**config.mk**
```make
export PLATFORM = sky130hd
export DESIGN_NAME = bus_request_unit
export DESIGN_NICKNAME = d
export VERILOG_FILES = /design/src/rtl/bus_pkg.sv /design/src/rtl/bus_op_decode.sv /design/src/rtl/bus_request_unit.sv
export SDC_FILE = /design/constraint.sdc
export NUM_CORES = 1
export LEC_CHECK = 0
export CORE_ASPECT_RATIO = 1.5
export CORE_UTILIZATION = 25
export DETAILED_ROUTE_END_ITERATION = 10
export PLACE_DENSITY = 0.52
export SYNTH_ARGS = -nofsm -noshare
export SYNTH_HDL_FRONTEND = slang
export SYNTH_SLANG_ARGS = --single-unit
```
**constraint.sdc**
```tcl
create_clock -name clk -period 2.2 [get_ports clk]
set_input_delay 0.22 -clock clk [delete_from_list [all_inputs] [get_ports clk]]
set_output_delay 0.22 -clock clk [all_outputs]
set_load 0.005 [all_outputs]
```
**src/rtl/bus_pkg.sv**
```systemverilog
// Shared types for the per-core bus request agent.
//   bus_op_t    : MSI bus transaction codes driven onto the snooping bus
//   msi_t       : L1 line states
//   req_state_t : request agent FSM states
package bus_pkg;

  typedef enum logic [1:0] {
    BUS_RD   = 2'b00,
    BUS_UPGR = 2'b01,
    BUS_RDX  = 2'b10,
    BUS_NONE = 2'b11
  } bus_op_t;

  typedef enum logic [1:0] {
    MSI_I = 2'b00,
    MSI_S = 2'b01,
    MSI_M = 2'b10
  } msi_t;

  typedef enum logic [1:0] {
    IDLE = 2'b00,
    REQ  = 2'b01,
    XFER = 2'b10,
    FILL = 2'b11
  } req_state_t;

  localparam int          LAT_CNT_W  = 4;
  localparam logic [15:0] STARVE_SAT = 16'hFFFF;

  // A plain read leaves the line Shared; both ownership ops leave it Modified.
  function automatic msi_t fill_state_for(input bus_op_t op);
    return (op == BUS_RD) ? MSI_S : MSI_M;
  endfunction

endpackage

```
**src/rtl/bus_op_decode.sv**
```systemverilog
// Combinational MSI request decode: maps an L1 access (store flag + current
// line state) to the bus transaction it needs.
// Ports:
//   we         : access is a store
//   line_state : current MSI state of the addressed line
//   op         : bus op to issue (BUS_NONE on a hit)
//   needs_bus  : a bus transaction is required
module bus_op_decode
  import bus_pkg::*;
(
  input  logic    we,
  input  msi_t    line_state,
  output bus_op_t op,
  output logic    needs_bus
);

  always_comb begin
    op = BUS_NONE;
    case (line_state)
      MSI_I:   op = we ? BUS_RDX : BUS_RD;
      MSI_S:   op = we ? BUS_UPGR : BUS_NONE;
      default: op = BUS_NONE;  // M hits, and the unused 2'b11 encoding
    endcase
    needs_bus = (op != BUS_NONE);
  end

endmodule

```
**src/rtl/bus_request_unit.sv**
```systemverilog
// Per-core request agent upstream of the two-core snooping bus controller.
// Converts L1 misses / stores to Shared lines into BusRd, BusUpgr or BusRdX,
// holds the op on the bus until granted and through the response latency,
// then returns a one-cycle fill (data + new MSI state) to L1.
//
// Optional feature macro: BUS_REQ_STARVE_CNT_EN adds starve_cnt/starve_max.
//
// Ports:
//   clk, reset (async, active-low)
//   cpu_req_valid/we/addr, l1_line_state : L1 access and line state
//   flush                                : pipeline flush (aborts before grant)
//   grant                                : arbiter grant for this core
//   bus_data_in, cache_hit_in            : bus response
//   req_core, bus_operation_out, bus_address_out : bus request side
//   stall                                : core stall
//   fill_valid/addr/data/state/from_peer : L1 fill
//   starve_cnt, starve_max               : (macro only) grant-wait statistics
//
// state | meaning
// IDLE  | no transaction; decode the L1 access, accept if a bus op is needed
// REQ   | requesting the bus, waiting for grant (flush may abort)
// XFER  | granted; counting down the response latency, op held for snoop
// FILL  | one-cycle fill strobe to L1
module bus_request_unit
  import bus_pkg::*;
#(
  parameter int ADDR_W   = 32,
  parameter int DATA_W   = 32,
  parameter int RESP_LAT = 1
) (
  input  logic              clk,
  input  logic              reset,
  input  logic              cpu_req_valid,
  input  logic              cpu_req_we,
  input  logic [ADDR_W-1:0] cpu_req_addr,
  input  logic [1:0]        l1_line_state,
  input  logic              flush,
  input  logic              grant,
  input  logic [DATA_W-1:0] bus_data_in,
  input  logic              cache_hit_in,
  output logic              req_core,
  output logic [1:0]        bus_operation_out,
  output logic [ADDR_W-1:0] bus_address_out,
  output logic              stall,
  output logic              fill_valid,
  output logic [ADDR_W-1:0] fill_addr,
  output logic [DATA_W-1:0] fill_data,
  output logic [1:0]        fill_state,
  output logic              fill_from_peer
`ifdef BUS_REQ_STARVE_CNT_EN
  ,
  output logic [15:0]       starve_cnt,
  output logic [15:0]       starve_max
`endif
);

  localparam logic [LAT_CNT_W-1:0] LAT_LOAD = LAT_CNT_W'(RESP_LAT - 1);

  req_state_t            state_q, state_d;
  bus_op_t               dec_op, op_q;
  logic                  dec_needs;
  logic                  accept;
  logic [ADDR_W-1:0]     addr_q;
  logic [LAT_CNT_W-1:0]  lat_cnt_q;
  logic                  xfer_done;

  bus_op_decode u_decode (
    .we         (cpu_req_we),
    .line_state (msi_t'(l1_line_state)),
    .op         (dec_op),
    .needs_bus  (dec_needs)
  );

  assign accept    = (state_q == IDLE) && cpu_req_valid && dec_needs && !flush;
  assign xfer_done = (state_q == XFER) && (lat_cnt_q == '0);

  always_ff @(posedge clk or negedge reset) begin
    if (!reset) state_q <= IDLE;
    else        state_q <= state_d;
  end

  always_comb begin
    state_d = state_q;
    case (state_q)
      IDLE: if (accept) state_d = REQ;
      // grant wins over a same-cycle flush: once granted the op must complete
      REQ:  if (grant) state_d = XFER;
            else if (flush) state_d = IDLE;
      XFER: if (lat_cnt_q == '0) state_d = FILL;
      FILL: state_d = IDLE;
      default: state_d = IDLE;
    endcase
  end

  always_comb begin
    req_core          = 1'b0;
    bus_operation_out = BUS_NONE;
    stall             = 1'b0;
    fill_valid        = 1'b0;
    case (state_q)
      IDLE: stall = accept;
      REQ, XFER: begin
        req_core          = 1'b1;
        bus_operation_out = op_q;
        stall             = 1'b1;
      end
      FILL: begin
        fill_valid = 1'b1;
        stall      = 1'b1;
      end
      default: ;
    endcase
  end

  assign bus_address_out = addr_q;

  always_ff @(posedge clk or negedge reset) begin
    if (!reset) begin
      op_q           <= BUS_NONE;
      addr_q         <= '0;
      lat_cnt_q      <= '0;
      fill_addr      <= '0;
      fill_data      <= '0;
      fill_state     <= MSI_I;
      fill_from_peer <= 1'b0;
    end else begin
      if (accept) begin
        op_q   <= dec_op;
        addr_q <= cpu_req_addr;
      end
      if ((state_q == REQ) && grant)
        lat_cnt_q <= LAT_LOAD;
      else if ((state_q == XFER) && (lat_cnt_q != '0))
        lat_cnt_q <= lat_cnt_q - 1'b1;
      if (xfer_done) begin
        fill_addr      <= addr_q;
        fill_state     <= fill_state_for(op_q);
        fill_from_peer <= cache_hit_in;
        // an upgrade already holds the data; the bus returns nothing useful
        if (op_q != BUS_UPGR) fill_data <= bus_data_in;
      end
    end
  end

`ifdef BUS_REQ_STARVE_CNT_EN
  logic [15:0] starve_nxt;
  assign starve_nxt = starve_cnt + 16'd1;

  always_ff @(posedge clk or negedge reset) begin
    if (!reset) begin
      starve_cnt <= '0;
      starve_max <= '0;
    end else if (accept) begin
      starve_cnt <= '0;
    end else if ((state_q == REQ) && !grant && (starve_cnt != STARVE_SAT)) begin
      starve_cnt <= starve_nxt;
      if (starve_nxt > starve_max) starve_max <= starve_nxt;
    end
  end
`endif

endmodule

```
==> results of run 1 <==
state kept, by name, indices dropped and copies added (netlist names), named ones only:
| register | cells |
|---|---|
| fill_addr | 32 |
| fill_from_peer | 1 |
| op_q | 2 |
| fill_data | 32 |
| fill_state | 2 |
| bus_address_out | 32 |
| state_q | 1 |
| lat_cnt_q | 4 |
final cells by class:
cell class | count | area share
clock buffers | 9 | 0.0335
clock inverters | 7 | 0.0102
inverters | 8 | 0.00447
multi-input cells | 142 | 0.230
flip-flops and latches | 107 | 0.399
well taps | 210 | 0.0391
repair buffers | 190 | 0.284
worst min path at each step:
stage | from | endpoint | slack, ns | cells past startpoint
5_1_grt | reset | fill_data[14] | 0.37 | 2
3_3_place_gp | reset | fill_data[14] | 0.18 | 1
6_report | reset | fill_data[14] | 0.34 | 2
2_1_floorplan | reset | async pin | -0.08 | 0
3_5_place_dp | reset | fill_data[14] | 0.18 | 1
4_1_cts | reset | fill_data[14] | 0.34 | 2
power by group:
part / leakage [nW] / switching (mW) / internal (mW)
sequential: 1.29 / 0.566 / 2.95
clock: 0.146 / 0.803 / 0.803
combinational: 1.48 / 1.29 / 2.92
layer usage:
layer | track usage | share of wire | vias to the layer above
li1 | - | - | 1314
met1 | 0.132 | 0.37 | 1418
met2 | 0.231 | 0.55 | 102
met3 | 0.0332 | 0.064 | 11
met4 | 0.0608 | 0.021 | 0
met5 | 0 | 0 | -
worst max-delay path, delay by kind of cell (launching register included):
family        cells  cell delay, ns
fa+ha+maj         1            0.21
buf+inv           2            0.60
flops             1            0.38
simple gates      2            0.34
cell families (layout without fill, tap and decap cells):
group | after synthesis | in the layout | synth area share
adder cells (fa/ha/maj) | 6 | 6 | 0.0175
XOR/XNOR | 3 | 3 | 0.00611
flip-flops | 107 | 107 | 0.623
multiplexers | 98 | 98 | 0.283
AND/OR/NAND/NOR | 26 | 26 | 0.0343
AO/OA/AOI/OAI | 9 | 9 | 0.0128
buffers and inverters | 18 | 214 | 0.0230
per-stage QoR:
step                setup slack [ns]  total power [mW]  cells  instance area (µm²)
CTS                           0.0334              9.51    671                 6700
global route                 0.00378              9.98    673                 6720
floorplan                      0.345              5.23    267                 4300
global placement               0.202              7.73    653                 6380
finish                        0.0921              9.34    673                 6720
detailed placement             0.171              7.79    653                 6380
what timing repair did:
item,4_1_cts,5_1_grt
hold endpoints to repair,26,0
endpoints found under the setup margin,1,1
setup buffers,1,2
gates resized for setup,3,0
hold buffers,1,0
cells in the final DEF, fill, tap and decap left out, types with 2 or more instances in the layout:
cell / n
nand2b_1: 2
clkinv_4: 3
nor2_1: 7
inv_1: 7
buf_12: 3
clkdlybuf4s50_1: 175
o21ai_0: 2
clkbuf_16: 9
nand3_1: 4
ha_1: 5
buf_4: 11
a21oi_1: 3
inv_8: 3
xor2_1: 2
dfstp_2: 2
mux2_4: 30
nand2_1: 5
dfrtp_1: 105
mux2_2: 68
==> results_tabular.tex, run 1 <==
\begin{tabular}{lr}
\hline
Metric & Value \\
\hline
\multicolumn{2}{l}{\textbf{Logic synthesis}} \\
\quad Share of the synthesized area in the top cell type & 0.611 \\
\quad Synthesized instance count & 267 \\
\quad Mean instance size in the synthesized netlist & 16.1 µm² \\
\quad Top post-synthesis cells by area & dfrtp\_1 61\%, mux2\_2 18\%, mux2\_4 10\%, ha\_1 1.7\%, dfstp\_2 1.2\% \\
\quad Number of synthesized flops with an enable pin & 0 \\
\quad Largest area contributor in the netlist & dfrtp\_1 \\
\quad Count of cell types in the netlist & 28 \\
\quad Leading cell types by count after synthesis & 105 x dfrtp\_1, 68 x mux2\_2, 30 x mux2\_4 \\
\quad Post-synthesis cell area & 4300 µm² \\
\quad Portion of the post-synthesis area used by sequential elements & 0.623 \\
\quad Number of warnings issued by yosys & 0 \\
\quad Post-synth net total & 346 \\
\quad Most frequent cell after synthesis & dfrtp\_1 \\
\quad Async set-or-reset flop fraction in the synthesized netlist & 1.00 \\
\quad Flip-flop and latch count after synthesis & 107 \\
\quad Leading register cell type out of synthesis & dfrtp\_1 \\
\multicolumn{2}{l}{\textbf{Setup path}} \\
\quad Critical path required time & 1.98 ns \\
\quad Worst setup path category & flop to primary output \\
\quad Kind of launch point of the worst setup path & flop \\
\quad Depth of the worst register-to-register path & 7 \\
\quad Element type at the critical path end & primary output \\
\quad Data arrival time of the critical path & 1.89 ns \\
\quad Worst setup path startpoint & state\_q[0] \\
\quad Capture instance of the worst register-to-register path & fill\_data[13] \\
\quad Critical path fanouts, max & 3 \\
\quad Critical-path top delay cell & clkdlybuf4s50\_1 \\
\quad Worst setup path endpoint & stall \\
\quad Flop2flop setup slack & 0.18 ns \\
\quad Cells along the critical path & inv\_1 -> ha\_2 -> nor4b\_4 -> nand2b\_1 -> clkdlybuf4s50\_1 \\
\quad Crit Reg-Reg Startpoint & lat\_cnt\_q[0] \\
\quad Largest stage delay on the critical path & 0.50 ns \\
\multicolumn{2}{l}{\textbf{Routing}} \\
\quad First DRT Iteration DRCs & 69 \\
\quad Detailed-routing iteration count for the pre-antenna-repair pass & 4 \\
\quad Detail Route Antenna Nets & 0 \\
\quad Post-detailed-route via-to-cell ratio & 4.23 \\
\quad DRC Markers & 0 \\
\quad Routed length per placed instance & 16.1 µm \\
\quad Vias post-DR & 2845 \\
\quad Routed wire length & 10800 µm \\
\multicolumn{2}{l}{\textbf{Floorplanning}} \\
\quad Standard-cell row count & 58 \\
\quad Floorplan die width & 109 µm \\
\quad Die span in y & 163 µm \\
\quad Initial cell density of the core & 0.256 \\
\quad Die footprint & 17700 µm² \\
\quad \# IOs & 177 \\
\quad Floorplan core area & 16800 µm² \\
\multicolumn{2}{l}{\textbf{Layout}} \\
\quad Final design utilization & 0.401 \\
\quad Fillers & 1596 \\
\quad Area of the multi-input gates & 1550 µm² \\
\quad Share of final-layout standard cells stronger than drive strength 1 & 0.296 \\
\quad Inserted Diodes & 0 \\
\quad Post-layout nets & 537 \\
\quad Area taken by flip-flops and latches & 2680 µm² \\
\quad Area overhead of the layout relative to synthesis & 56.2\% \\
\multicolumn{2}{l}{\textbf{Clock tree}} \\
\quad Number of clock buffers inserted by TritonCTS & 9 \\
\quad Clock sink total & 107 \\
\quad Max Root-Sink Buffers & 2 \\
\quad Clock tree from TritonCTS & done \\
\quad Buffer cell driving the clock tree root & clkbuf\_16 \\
\quad Insertion delay to the later sink of the worst-skew pair & 0.36 ns \\
\quad Clk pin slew, worst setup/hold paths & 0.07 ns \\
\quad H-tree depth reported by CTS & 3 \\
\multicolumn{2}{l}{\textbf{GRT}} \\
\quad Global-route wire length before repair & 16700 µm \\
\quad Antenna violations before repair & 0 \\
\quad Remaining global-route overflow & 0 \\
\quad Largest net degree at the start of global routing & 58 \\
\quad Number of global-route vias before repair & 3030 \\
\quad Total Routing Usage GR & 0.127 \\
\multicolumn{2}{l}{\textbf{STA}} \\
\quad Final hold slack & 0.336 ns \\
\quad Period utilization & 0.958 \\
\quad Slew @ Worst Pin & 0.539 ns \\
\quad Max Transition Viols Final & 0 \\
\quad Slew margin rel. & 0.640 \\
\quad Highest clock rate & 474 MHz \\
\quad Final-report setup violation count & 0 \\
\quad Number of endpoints with negative hold slack in the final report & 0 \\
\quad Unrepaired setup endpoints after global routing & no \\
\quad Setup clock skew after layout & 0.00830 ns \\
\quad Final setup TNS & 0 ns \\
\quad Time the final worst path needs with I/O delays and setup & 2.11 ns \\
\multicolumn{2}{l}{\textbf{Job}} \\
\quad Max capacitance violation total & 0 \\
\multicolumn{2}{l}{\textbf{Hold path}} \\
\quad Worst hold path class & input port to async pin \\
\multicolumn{2}{l}{\textbf{Place}} \\
\quad IO Port Bufs & 176 \\
\quad Routability Congestion & 0.722 \\
\quad HPWL after detailed placement & 7940 µm \\
\multicolumn{2}{l}{\textbf{Power and ir drop}} \\
\quad Power Density & 1390 nW/µm² \\
\quad Leakage & 2.92 nW \\
\quad Largest vdd supply drop & 0.519 mV \\
\multicolumn{2}{l}{\textbf{Status}} \\
\quad Status & finished clean \\
\hline
\end{tabular}
No activity file was read; power rests on OpenSTA's default activity.
==> inputs of run 2 (changes only) <==
ABC_AREA = 1   (was not set)
==> results_tabular.tex, run 2 <==
\begin{tabular}{lr}
\hline
Metric & Value \\
\hline
\multicolumn{2}{l}{\textbf{Logic synthesis}} \\
\quad Leading register cell type out of synthesis & dfrtp\_1 \\
\quad Count of cell types in the netlist & 24 \\
\quad Number of warnings issued by yosys & 0 \\
\quad Async set-or-reset flop fraction in the synthesized netlist & 1.00 \\
\quad Leading cell types by count after synthesis & 105 x dfrtp\_1, 105 x nand2\_1, 77 x inv\_1 \\
\quad Number of synthesized flops with an enable pin & 0 \\
\quad Mean instance size in the synthesized netlist & 9.71 µm² \\
\quad Largest area contributor in the netlist & dfrtp\_1 \\
\quad Share of the synthesized area in the top cell type & 0.593 \\
\quad Top post-synthesis cells by area & dfrtp\_1 59\%, nand2\_1 8.9\%, inv\_1 6.5\%, o21ai\_2 4.7\%, o21ai\_1 4.4\% \\
\quad Flip-flop and latch count after synthesis & 107 \\
\quad Synthesized instance count & 456 \\
\quad Post-synth net total & 535 \\
\quad Post-synthesis cell area & 4430 µm² \\
\quad Portion of the post-synthesis area used by sequential elements & 0.605 \\
\multicolumn{2}{l}{\textbf{Status}} \\
\quad Status & finished clean \\
\multicolumn{2}{l}{\textbf{Clock tree}} \\
\quad Insertion delay to the later sink of the worst-skew pair & 0.34 ns \\
\quad Clock sink total & 107 \\
\quad Max Root-Sink Buffers & 2 \\
\quad Buffer cell driving the clock tree root & clkbuf\_16 \\
\quad H-tree depth reported by CTS & 3 \\
\quad Clock tree from TritonCTS & done \\
\quad Number of clock buffers inserted by TritonCTS & 9 \\
\quad Clk pin slew, worst setup/hold paths & 0.08 ns \\
\multicolumn{2}{l}{\textbf{Power and ir drop}} \\
\quad Leakage & 3.11 nW \\
\quad Power Density & 1340 nW/µm² \\
\quad Design Power & 9.00 mW \\
\quad Largest vdd supply drop & 0.463 mV \\
\multicolumn{2}{l}{\textbf{STA}} \\
\quad Final hold slack & 0.366 ns \\
\quad Max Transition Viols Final & 0 \\
\quad Final-report setup violation count & 0 \\
\quad Number of endpoints with negative hold slack in the final report & 0 \\
\quad Highest clock rate & 477 MHz \\
\quad Slew margin rel. & 0.615 \\
\quad Worst setup slack after layout & 0.104 ns \\
\quad Slew @ Worst Pin & 0.578 ns \\
\quad Period utilization & 0.953 \\
\quad Time the final worst path needs with I/O delays and setup & 2.10 ns \\
\quad Setup clock skew after layout & 0.0114 ns \\
\multicolumn{2}{l}{\textbf{Place}} \\
\quad Worst slack after detailed placement & 0.306 ns \\
\quad Routability Congestion & 0.842 \\
\quad Cell Area, Placed & 6390 µm² \\
\quad HPWL after detailed placement & 8130 µm \\
\quad IO Port Bufs & 176 \\
\multicolumn{2}{l}{\textbf{GRT}} \\
\quad Number of global-route vias before repair & 3695 \\
\quad Remaining global-route overflow & 0 \\
\quad Total Routing Usage GR & 0.125 \\
\quad Antenna violations before repair & 0 \\
\quad Largest net degree at the start of global routing & 65 \\
\quad GR Layer Usage met2 & 0.231 \\
\quad Met1 Track Usage GR & 0.138 \\
\quad Layer with the highest usage & met2 \\
\quad Met3 global-route usage & 0.0352 \\
\quad Global-route wire length before repair & 18300 µm \\
\multicolumn{2}{l}{\textbf{Floorplanning}} \\
\quad Die footprint & 18300 µm² \\
\quad Standard-cell row count & 59 \\
\quad Floorplan core area & 17300 µm² \\
\quad Die span in y & 165 µm \\
\quad \# IOs & 177 \\
\quad Initial cell density of the core & 0.255 \\
\quad Floorplan die width & 111 µm \\
\multicolumn{2}{l}{\textbf{Layout}} \\
\quad Post-layout nets & 711 \\
\quad Commonest non-fill, non-tap cells in the layout & 175 x clkdlybuf4s50\_1, 105 x nand2\_1, 105 x dfrtp\_1 \\
\quad Most common cell after layout, fill and taps aside & clkdlybuf4s50\_1 \\
\quad Area overhead of the layout relative to synthesis & 52.0\% \\
\quad Post-route cell area & 6730 µm² \\
\quad Inserted Diodes & 0 \\
\quad Final design utilization & 0.388 \\
\quad Share of final-layout standard cells stronger than drive strength 1 & 0.124 \\
\multicolumn{2}{l}{\textbf{Setup path}} \\
\quad Critical path required time & 1.98 ns \\
\quad Data arrival time of the critical path & 1.88 ns \\
\quad Kind of launch point of the worst setup path & flop \\
\quad Worst setup path category & flop to primary output \\
\quad Critical path fanouts, max & 5 \\
\quad Element type at the critical path end & primary output \\
\multicolumn{2}{l}{\textbf{Routing}} \\
\quad Routed length per placed instance & 13.0 µm \\
\quad Routed wire length & 11000 µm \\
\quad Detail Route Antenna Nets & 0 \\
\quad Vias post-DR & 3532 \\
\quad First DRT Iteration DRCs & 107 \\
\quad Post-detailed-route via-to-cell ratio & 4.16 \\
\quad DRC Markers & 0 \\
\quad Detailed-routing iteration count for the pre-antenna-repair pass & 4 \\
\multicolumn{2}{l}{\textbf{Job}} \\
\quad Max capacitance violation total & 0 \\
\multicolumn{2}{l}{\textbf{Hold path}} \\
\quad Worst hold path class & input port to async pin \\
\hline
\end{tabular}
-- run 2: changes by cell type after synthesis, sizes merged, moves of 2 or more --
cell	change
nand2	+120
mux2	-98
o21ai	+96
inv	+70
buf	+8
clkbuf	+2
nand2b	-2
xor2	-2
-- run 2: path summary, 6_finish.rpt --
kind                            startpoint             to  slack [ns]  cells past startpoint
max in group asynchronous            reset  fill_data[26]        1.14                      3
setup reg to reg                state_q[0]  fill_data[28]        0.33                      8
hold reg to reg               fill_addr[4]   fill_addr[4]        0.49                      2
min in group clk           bus_data_in[10]  fill_data[10]        0.41                      3
setup / recovery                state_q[0]          stall        0.10                      7
hold / removal                       reset   fill_addr[7]        0.37                      2
-- run 2: cell families after synthesis --
| logic type | after synthesis | share of synthesized area |
|---|---|---|
| compound gates | 105 | 0.143 |
| fa+ha+maj | 6 | 0.0169 |
| buf+inv | 98 | 0.0989 |
| flops | 107 | 0.605 |
| simple gates | 140 | 0.136 |
-- run 2: critical path, cell delays in order, from the launching register on --
cell and delay, ns:
dfrtp_1 0.44, inv_2 0.11, ha_2 0.19, nand2_1 0.05, inv_1 0.06, nand3_2 0.10
nand2_1 0.08, clkdlybuf4s50_1 0.50
-- run 2: power by group --
group / internal, mW / switching (mW) / leakage [nW]
sequential: 2.90 / 0.557 / 1.32
combinational: 2.31 / 1.58 / 1.64
clock: 0.902 / 0.757 / 0.152
total: 6.11 / 2.89 / 3.11
-- run 2: per-layer routing --
metal  wire, µm  share of wire
met5          0              0
met4        147          0.013
met3        601          0.055
met2       5790           0.53
met1       4480           0.41
-- run 2: area by class of cell --
cell class | instances | area (µm²)
fill | 1729 | 10600
tap | 213 | 267
inverter | 78 | 293
multi-input combinational | 251 | 1320
clock buffer | 9 | 225
timing repair buffer | 185 | 1870
clock inverter | 7 | 81.3
sequential | 107 | 2680
-- run 2: repair_timing --
item                       CTS  global route
buffers inserted             0             2
hold buffers                 1             0
hold endpoints to repair    30             0
gates resized for setup      1             2
setup endpoints to repair    1             1
-- run 2: through the flow --
step                instances  TNS [ns]
CTS                       848         0
global placement          831         0
global route              850  -0.00332
finish                    850         0
floorplan                 456         0
detailed placement        831         0
